File: src/rtl/memoria_pkg.sv
// Shared types and helpers for the main-memory responder.
// Optional parity storage is enabled by defining MEM_PARITY_EN.
package memoria_pkg;

    localparam int ADDR_W_DEF = 5;
    localparam int DATA_W_DEF = 8;

    typedef enum logic [1:0] {
        IDLE    = 2'd0,
        ACCESS  = 2'd1,
        RESPOND = 2'd2
    } state_t;

    // Reduction XOR: the parity bit that makes the total number of ones even.
    function automatic logic even_parity(input logic [31:0] d);
        return ^d;
    endfunction

    // Width of one stored word; one extra bit when parity is kept.
    function automatic int word_width(input int data_w);
`ifdef MEM_PARITY_EN
        return data_w + 1;
`else
        return data_w;
`endif
    endfunction

endpackage

File: src/rtl/memoria_array.sv
// Synchronous single-port main storage, 2**ADDR_W words, power-up mem[a]=a.
// With MEM_PARITY_EN the top bit of each word holds its even-parity bit.
module memoria_array
    import memoria_pkg::*;
#(
    parameter int ADDR_W = ADDR_W_DEF,
    parameter int DATA_W = DATA_W_DEF,
    parameter int WORD_W = word_width(DATA_W)
) (
    input  logic              clk,
    input  logic              en,
    input  logic              we,
    input  logic [ADDR_W-1:0] addr,
    input  logic [WORD_W-1:0] wdata,
    output logic [WORD_W-1:0] rdata
);

    localparam int DEPTH = 2 ** ADDR_W;

    typedef logic [WORD_W-1:0] mem_t [DEPTH];

    function automatic mem_t init_mem();
        mem_t              m;
        logic [DATA_W-1:0] v;
        for (int a = 0; a < DEPTH; a++) begin
            v = DATA_W'(a);
`ifdef MEM_PARITY_EN
            m[a] = {even_parity(32'(v)), v};
`else
            m[a] = v;
`endif
        end
        return m;
    endfunction

    // Contents come from the declaration initialiser and are never touched by reset.
    mem_t mem = init_mem();

    always_ff @(posedge clk) begin
        if (en) begin
            if (we) begin
                mem[addr] <= wdata;
            end else begin
                rdata <= mem[addr];
            end
        end
    end

endmodule

File: src/rtl/memoria_responder.sv
// Main-memory responder: one request at a time, fixed LATENCY (1..15), one-cycle ack.
// MEM_PARITY_EN adds stored even parity and err_out reporting on read acks.
module memoria_responder
    import memoria_pkg::*;
#(
    parameter int ADDR_W  = ADDR_W_DEF,
    parameter int DATA_W  = DATA_W_DEF,
    parameter int LATENCY = 3
) (
    input  logic              clock_in,
    input  logic              reset_n_in,
    input  logic              req_in,
    input  logic              wren_in,
    input  logic [ADDR_W-1:0] endereco_in,
    input  logic [DATA_W-1:0] data_in,
    input  logic              flip_par_in,
    output logic              ready_out,
    output logic              ack_out,
    output logic [DATA_W-1:0] q_out,
    output logic              err_out,
    output state_t            state_out
);

    localparam int WORD_W = word_width(DATA_W);

    // Handshake: a request is taken on a rising edge where req_in=1 and
    // ready_out=1; req_in seen while ready_out=0 is simply ignored.

    state_t              state_q, state_d;
    logic [3:0]          cnt_q, cnt_d;
    logic                wr_q;
    logic [ADDR_W-1:0]   addr_q;
    logic [DATA_W-1:0]   data_q;
    logic [DATA_W-1:0]   q_hold;
    logic                err_hold;
    logic                mem_en;
    logic                accept;
    logic [WORD_W-1:0]   wr_word;
    logic [WORD_W-1:0]   rd_word;
    logic [DATA_W-1:0]   resp_data;
    logic                resp_err;

    assign accept    = (state_q == IDLE) && req_in;
    assign state_out = state_q;

    always_ff @(posedge clock_in or negedge reset_n_in) begin
        if (!reset_n_in) begin
            state_q <= IDLE;
            cnt_q   <= '0;
        end else begin
            state_q <= state_d;
            cnt_q   <= cnt_d;
        end
    end

    always_comb begin
        state_d   = state_q;
        cnt_d     = cnt_q;
        ready_out = 1'b0;
        ack_out   = 1'b0;
        mem_en    = 1'b0;
        case (state_q)
            IDLE: begin
                ready_out = 1'b1;
                if (req_in) begin
                    state_d = ACCESS;
                    cnt_d   = 4'(LATENCY - 1);
                end
            end
            ACCESS: begin
                if (cnt_q == 4'd0) begin
                    mem_en  = 1'b1;
                    state_d = RESPOND;
                end else begin
                    cnt_d = cnt_q - 4'd1;
                end
            end
            RESPOND: begin
                ack_out = 1'b1;
                state_d = IDLE;
            end
            default: state_d = IDLE;
        endcase
    end

`ifdef MEM_PARITY_EN
    logic flip_q;

    always_ff @(posedge clock_in or negedge reset_n_in) begin
        if (!reset_n_in) begin
            flip_q <= 1'b0;
        end else if (accept) begin
            flip_q <= flip_par_in;
        end
    end

    assign wr_word  = {even_parity(32'(data_q)) ^ flip_q, data_q};
    assign resp_err = !wr_q && (^rd_word);
`else
    logic unused_flip;

    assign unused_flip = flip_par_in;
    assign wr_word     = data_q;
    assign resp_err    = 1'b0;
`endif

    always_ff @(posedge clock_in or negedge reset_n_in) begin
        if (!reset_n_in) begin
            wr_q   <= 1'b0;
            addr_q <= '0;
            data_q <= '0;
        end else if (accept) begin
            wr_q   <= wren_in;
            addr_q <= endereco_in;
            data_q <= data_in;
        end
    end

    memoria_array #(
        .ADDR_W (ADDR_W),
        .DATA_W (DATA_W),
        .WORD_W (WORD_W)
    ) u_array (
        .clk   (clock_in),
        .en    (mem_en),
        .we    (wr_q),
        .addr  (addr_q),
        .wdata (wr_word),
        .rdata (rd_word)
    );

    // The array read register is only meaningful during RESPOND, so the visible
    // result is muxed live then and copied into the hold register on leaving it.
    assign resp_data = wr_q ? data_q : rd_word[DATA_W-1:0];

    always_ff @(posedge clock_in or negedge reset_n_in) begin
        if (!reset_n_in) begin
            q_hold   <= '0;
            err_hold <= 1'b0;
        end else if (state_q == RESPOND) begin
            q_hold   <= resp_data;
            err_hold <= resp_err;
        end
    end

    assign q_out   = (state_q == RESPOND) ? resp_data : q_hold;
    assign err_out = (state_q == RESPOND) ? resp_err  : err_hold;

endmodule

File: config.mk
export PLATFORM = sky130hd
export DESIGN_NAME = memoria_responder
export DESIGN_NICKNAME = d
export VERILOG_FILES = /design/src/rtl/memoria_pkg.sv /design/src/rtl/memoria_array.sv /design/src/rtl/memoria_responder.sv
export SDC_FILE = /design/constraint.sdc
export NUM_CORES = 1
export LEC_CHECK = 0
export ABC_AREA = 1
export CAP_MARGIN = 30
export CELL_PAD_IN_SITES_DETAIL_PLACEMENT = 0
export CELL_PAD_IN_SITES_GLOBAL_PLACEMENT = 2
export CORE_MARGIN = 1.5
export CORE_UTILIZATION = 41
export DETAILED_ROUTE_END_ITERATION = 12
export HOLD_SLACK_MARGIN = 0.1
export PLACE_DENSITY = 0.85
export RECOVER_POWER = 100
export SLEW_MARGIN = 20
export SYNTH_ARGS = -nofsm -noshare
export SYNTH_HDL_FRONTEND = slang
export SYNTH_HIERARCHICAL = 1
export SYNTH_SLANG_ARGS = --single-unit
File: constraint.sdc
create_clock -name clock_in -period 2.6 [get_ports clock_in]
set_input_delay 0.52 -clock clock_in [delete_from_list [all_inputs] [get_ports clock_in]]
set_output_delay 0.52 -clock clock_in [all_outputs]
set_load 0.03 [all_outputs]
## Yosys cells after proc, flatten, opt, wreduce, memory -nomap -nowiden

Memories as Yosys holds them, arrays and structs flattened. A register that Yosys moved wholly into a read port is not among the register bits.
Cells that the tools add are included.

- Input port bits: 18
- Memories kept: 1
- Word-level logic and storage cells: 38
- Register bits: 29
- Bits in writable memories: 256

Memories:

| name | depth | bits a word | rd ports | clocked after Yosys merged registers in | write ports | line | source |
|---|---|---|---|---|---|---|---|
| u_array.mem | 32 | 8 | 1 | 1 | 1 | memoria_array.sv:37 | `mem_t mem = init_mem();` |

- Bitwise gates (word level): 1
- Reduce and logical (&&, ||, !) cells: 7
- Add/sub/neg operators: 1
- Multiplexer cells: 16
- Eq/ne operators: 5

Operators with widths:

| kind | number |
|---|---|
| 2-to-1 mux 8 bit | 2 |
| 2-to-1 mux 1 bit | 8 |
| 2-to-1 mux 4 bit | 2 |
| one-hot mux 4 bit (2 select lines) | 1 |
| != test 2 bit, second input constant | 3 |
| zero test 4 bit | 1 |
| 2-to-1 mux 2 bit | 2 |
| one-hot mux 2 bit (2 select lines) | 1 |
| AND reduction 2 bit | 2 |
| subtractor 4 x 1 -> 4 bit, second input constant | 1 |
| AND reduction 3 bit | 1 |
| equality test 2 x 1 -> 1 bit, second input constant | 1 |
| equality test 2 bit, second input constant | 1 |
| zero test 2 bit | 1 |
| nonzero test 2 bit | 1 |
| logical AND 1 bit | 1 |
| NOT 1 bit | 1 |

## Depth between registers and ports, before layout

Gate-level depths: netlist of run 1.

- Depth in word-level cells: 5
- Mapped depth: 12
- Depth with buffers taken out: 9

## Cells and area by module

Netlist of run 1, hierarchy kept.

Modules (own cells, without submodules):

| module | area an instance (sq um) | cells each | instances | sequential area each (sq um) |
|---|---|---|---|---|
| memoria_array | 11085.6 | 1067 | 1 | 7927.6 |
| memoria_responder | 1366.3 | 143 | 1 | 725.7 |

## Least setup slack after synthesis of run 1

No wires, ideal clock.

- Path kind: reg2reg
- Start: register state_q[0], in the netlist state_out[0]
- End: memory u_array/mem[11][0] in the netlist's numbering (enable)
- Data required time: 2.230 ns
- Arrival: 1.637 ns
- Cell stages (with the launch flop): 7
- Path buffers: 0
- Setup slack: 0.592 ns
- Path through: dfrtp_1 -> nand2_2 -> nor2_1 -> nand2_1 -> inv_1 -> nand3_1 -> nor2_1

- Word-level cells in the longest chain between the ends: 4

RTL lines:

| what | line | source |
|---|---|---|
| from (decl) | memoria_responder.sv:29 | `state_t state_q, state_d;` |
| from (signal assigned) | memoria_responder.sv:51 | `state_q <= state_d;` |
| equality test 2 x 1 -> 1 bit | memoria_responder.sv:62 | `case (state_q)` |
| 2-to-1 mux 1 bit | memoria_responder.sv:62 |  |
| via mem_en | memoria_responder.sv:36 | `logic mem_en;` |
| 2-to-1 mux 1 bit | memoria_array.sv:40 | `if (en) begin` |
| 2-to-1 mux 1 bit (implied by the code) | memoria_array.sv:42 | `mem[addr] <= wdata;` |
| to (decl) | memoria_array.sv:37 |  |

The timed path passes the listed nets, and every way through them passes these cells.

## Worst setup path in the final report of run 1

- Start: register state_q[0], in the netlist state_out[0]
- End: output port q_out[3]

- Word-level cells in the longest chain between the ends: 2

RTL lines:

| what | line | source |
|---|---|---|
| equality test 2 bit | memoria_responder.sv:146 | `assign q_out = (state_q == RESPOND) ? resp_data : q_hold;` |
| 2-to-1 mux 8 bit | memoria_responder.sv:146 |  |
| to (decl) | memoria_responder.sv:19 | `output logic [DATA_W-1:0] q_out,` |

Every way passes these cells.

==> results.txt, run 1 <==
For the total routing resource utilization after global routing, the log shows 0.1861. The worst hold path passes through 2 cells. The netlist area before placement was 12450 um2; the ratio of cells with drive above 1 in the final layout was 0.1140. The average instance in the mapped netlist occupies 10.29 um2. The run gives 0.02685 as the global-route met3 utilization. For the worst-skew pair, the clock arrives at the later sink with an insertion delay of 0.50 ns.

The Yosys step of the flow raised 6 warnings. The run gives 0.3107 as the met2 track utilization from global routing. The footprint of the flip-flops and latches was 8656 um2; the met1 global-route usage was 0.2557. The category of the worst setup path launch point was a flip-flop. The checks that failed: max-capacitance violations, max-slew violations. The height of the die was 177.3 um; the number of standard-cell rows in the floorplan was 63. Clock-pin slew was measured on the worst setup and hold paths at 0.05 ns. The final route contains 8034 vias. The post-synthesis async set-or-reset flop share was 0.09898. The mux cell area share after synthesis works out to 0.

In this run the worst hold path is classified as reg2reg. After global routing, the most crowded layer is met2. The multi-input combinational cells in the finished layout cover a total of 3403 um2. After filler insertion, the fill cell instance count of the layout stands at 2822.

On the final layout, the worst clock skew is 0.01245 ns. The post-synthesis share of cell area spent on full adders, half adders and majority gates is 0.002010, and the number of clock buffers inserted by TritonCTS is 34. The area share of the leading cell type in the synthesized netlist is 0.6367.

The logs give -0.2506 for the headroom to the max-slew limit and 17.38 mm for the total half-perimeter wirelength after legalization and detailed placement. Counting flops and latches in the post-synthesis netlist gives 293. Port buffering added 29 buffers. The critical path is of the reg2out type. The cell with the largest stage delay on the worst path is dfrtp_1.

The run gives 29800 um2 as the core area. In the synthesized netlist the dominant register cell turns out to be edfxtp_1. The main combinational cell family by area after synthesis is simple AND/OR/NAND/NOR gates. For the worst setup path, the data required time is 2.08 ns. In the final design database the tool counted 1310 nets. The run gives 268 as the number of slew-limit violations in the final report.

The run gives 0 as the number of antenna violations at the first check in global routing. The worst-case IR drop observed on VDD is 0.6000 mV. Parity-gate share of the synthesized area counting xor and xnor cells: 0.0007034. STA classifies the critical path endpoint as a primary output.

The number of top-level pins was 31. The count of H-tree levels built during CTS was 2; the via count of the first global-routing pass was 7713. For the largest net degree at the start of global routing, the log shows 75. The clock net in this run drives a total of 293 sinks. The tool flagged a number of max-cap violations equal to 8. For the initial detailed-routing violation count, the log shows 474. The number of failing hold endpoints at the final stage came out at 0. The number of hold buffers added after CTS was 0. The run gives 0 as the final setup violation count. The peak per-stage delay on the critical path works out to 0.44 ns. The synthesized design spends more area on one cell type than any other, namely edfxtp_1. Using the TritonRoute via totals, the vias-per-cell ratio works out to 4.709. Measured along the x axis, the die boundary spans 177.3 um. The final core utilization came out at 0.4803. The startpoint identified for the worst hold timing path is err_hold. The tools report the leakage power summed over all cells as 6.039 nW. TritonCTS built the clock tree. Setup repair after global routing left no endpoint under its margin.

By area the synthesized netlist is led by edfxtp_1, nand2_1, dfrtp_1. The tools report the routed wire length as 28.22 mm. The run gives 5 as the first-pass iteration count of the detailed router. The simple-gate portion of the synthesized area works out to 0.2662.

The die covers 31420 um2. The synthesized design contains 264 enable-type register cells. For the highest achievable clock rate, the log shows 403.1 MHz.

Yosys mapped the design onto 25 distinct sky130hd cell types. The fraction of the cycle the final worst path needs is 0.9541. The endpoint of the worst hold-timing path was err_hold. The signal on the critical path passes through nor2_4, buf_4, nor2_1, a31oi_1, buf_2. Measured in cells, the most critical reg-to-reg path has a length of 6. For the finished layout, the period the worst path requires is 2.481 ns.

The internal reg-to-reg setup slack was 0.15 ns. Last weighted congestion value of the routability-driven placer: 0.7718. The endpoint identified for the worst register-to-register timing path is u_array/mem[20][7]. Post-synthesis compound-gate area fraction: 0.005627.

Summed over all layers, the global routing overflow is 0. The post-synthesis sequential area ratio is 0.6949. In this run the remaining antenna-violating nets after routing total 0. The antenna diode count came out at 0. Counting along the longest clock path gives a buffer depth of 3. Dividing total power by cell area gives a power density of 1113 nW/um2. Counting every net in the synthesized netlist gives 1230.

The first global-routing pass estimated 43.77 mm of wire. The root buffer cell chosen for the clock tree is clkbuf_16. Data on the critical path arrives at its endpoint at 1.96 ns. Setup total negative slack on the finished layout was measured at 0 ns. The tools report the initial standard-cell utilization of the core as 0.4179. After detailed routing, the number of remaining DRC violations is 0. Synthesis produced 1210 cells.

The synthesis-to-layout area growth is 14.94%, and the routed wirelength normalized by instance count is 16.54 um. The run finished, with violations left. The tools report the startpoint of the worst register-to-register path as addr_q[0].

The slew at the pin closest to its max-slew limit was 1.876 ns. In this run the worst path has a maximum fanout of 11.
-- critical path, delay by kind of cell (launching register included) --
kind	cells	cell delay, ns
buffers and inverters	2	0.46
flip-flops	1	0.44
AND/OR/NAND/NOR	2	0.33
AO/OA/AOI/OAI	1	0.23
-- report_power, final --
group          total [mW]  switching, mW  internal [mW]
registers            6.39          0.306           6.09
clock network        4.33           1.75           2.59
logic                5.21           3.86           1.35
-- cell type report --
class	instances	share of cell area
flip-flops and latches	293	0.6048
multi-input cells	844	0.2378
clock buffers	46	0.06705
repair buffers	95	0.04493
well taps	390	0.03409
inverters	22	0.005945
clock inverters	16	0.005420
-- registers in the layout, summed over array words and instances, names as in the netlist --
register	flops
addr_q	5
cnt_q	4
data_q	8
err_hold	1
q_hold	8
state_out	2
u_array/mem	256
u_array/rdata	8
wr_q	1
-- cells in the mapped netlist (2+ instances only) --
master / number
nand2_1: 717
edfxtp_1: 264
nor2_1: 65
dfrtp_1: 29
buf_2: 25
nand3_1: 20
buf_4: 15
nand2_4: 14
inv_2: 12
clkbuf_1: 9
inv_1: 9
a31oi_1: 8
nor3_2: 8
ha_1: 2
nor2_4: 2
o21ai_1: 2
-- routing by layer --
metal | share of wire | wire, um
met2 | 0.48 | 13600
met5 | 0 | 0
met1 | 0.46 | 13020
met3 | 0.038 | 1063
met4 | 0.019 | 529
-- cells in the final DEF (no fill, tap or decap), types with 11 or more instances in the layout --
cell	n
buf_2	11
buf_4	17
clkbuf_1	20
clkbuf_16	37
clkbuf_2	32
clkdlybuf4s50_1	17
dfrtp_1	27
edfxtp_1	264
inv_2	11
nand2_1	719
nand2_4	12
nand3_1	19
nor2_1	65
-- how the worst max path moves through the flow --
stage / start / endpoint / slack (ns) / cells past startpoint
2_1_floorplan: state_out[0] / u_array/mem[11][0] / 0.59 / 6
3_3_place_gp: cnt_q[0] / u_array/mem[26][6] / 0.20 / 10
3_5_place_dp: cnt_q[0] / u_array/mem[26][5] / 0.14 / 10
4_1_cts: state_out[0] / ready_out / 0.05 / 2
5_1_grt: cnt_q[0] / u_array/mem[15][6] / 0.006 / 10
6_report: state_out[0] / q_out[3] / 0.12 / 5
-- through the flow --
stage                     cell area, um2  hold WS, ns  worst slack (ns)  cells  power, mW
after floorplan                    12450       0.2244            0.5923   1210      9.998
after global placement             13450       0.4727            0.1997   1644      11.85
after detailed placement           13450       0.4791            0.1438   1644      11.92
after CTS                          14490       0.4124           0.04576   1706      16.27
after global routing               14310       0.4931          0.005528   1706      16.96
final                              14310       0.4830            0.1193   1706      15.93
-- what timing repair did --
item	4_1_cts	5_1_grt
setup endpoints to repair	0	30
setup buffers	0	0
gates resized for setup	0	2
-- logic make-up after synthesis --
group,after synthesis
compound gates,12
xor+xnor,1
fa+ha+maj,2
buf+inv,73
flops,293
simple gates,829
(Power assumes the default switching activity.)
==> run 2: changes to the inputs <==
CAP_MARGIN = 40   (was 30)
TNS_END_PERCENT = 30   (was not set)
==> results of run 2 <==
No change in the layout: final DEF, timing and power equal those of run 1.
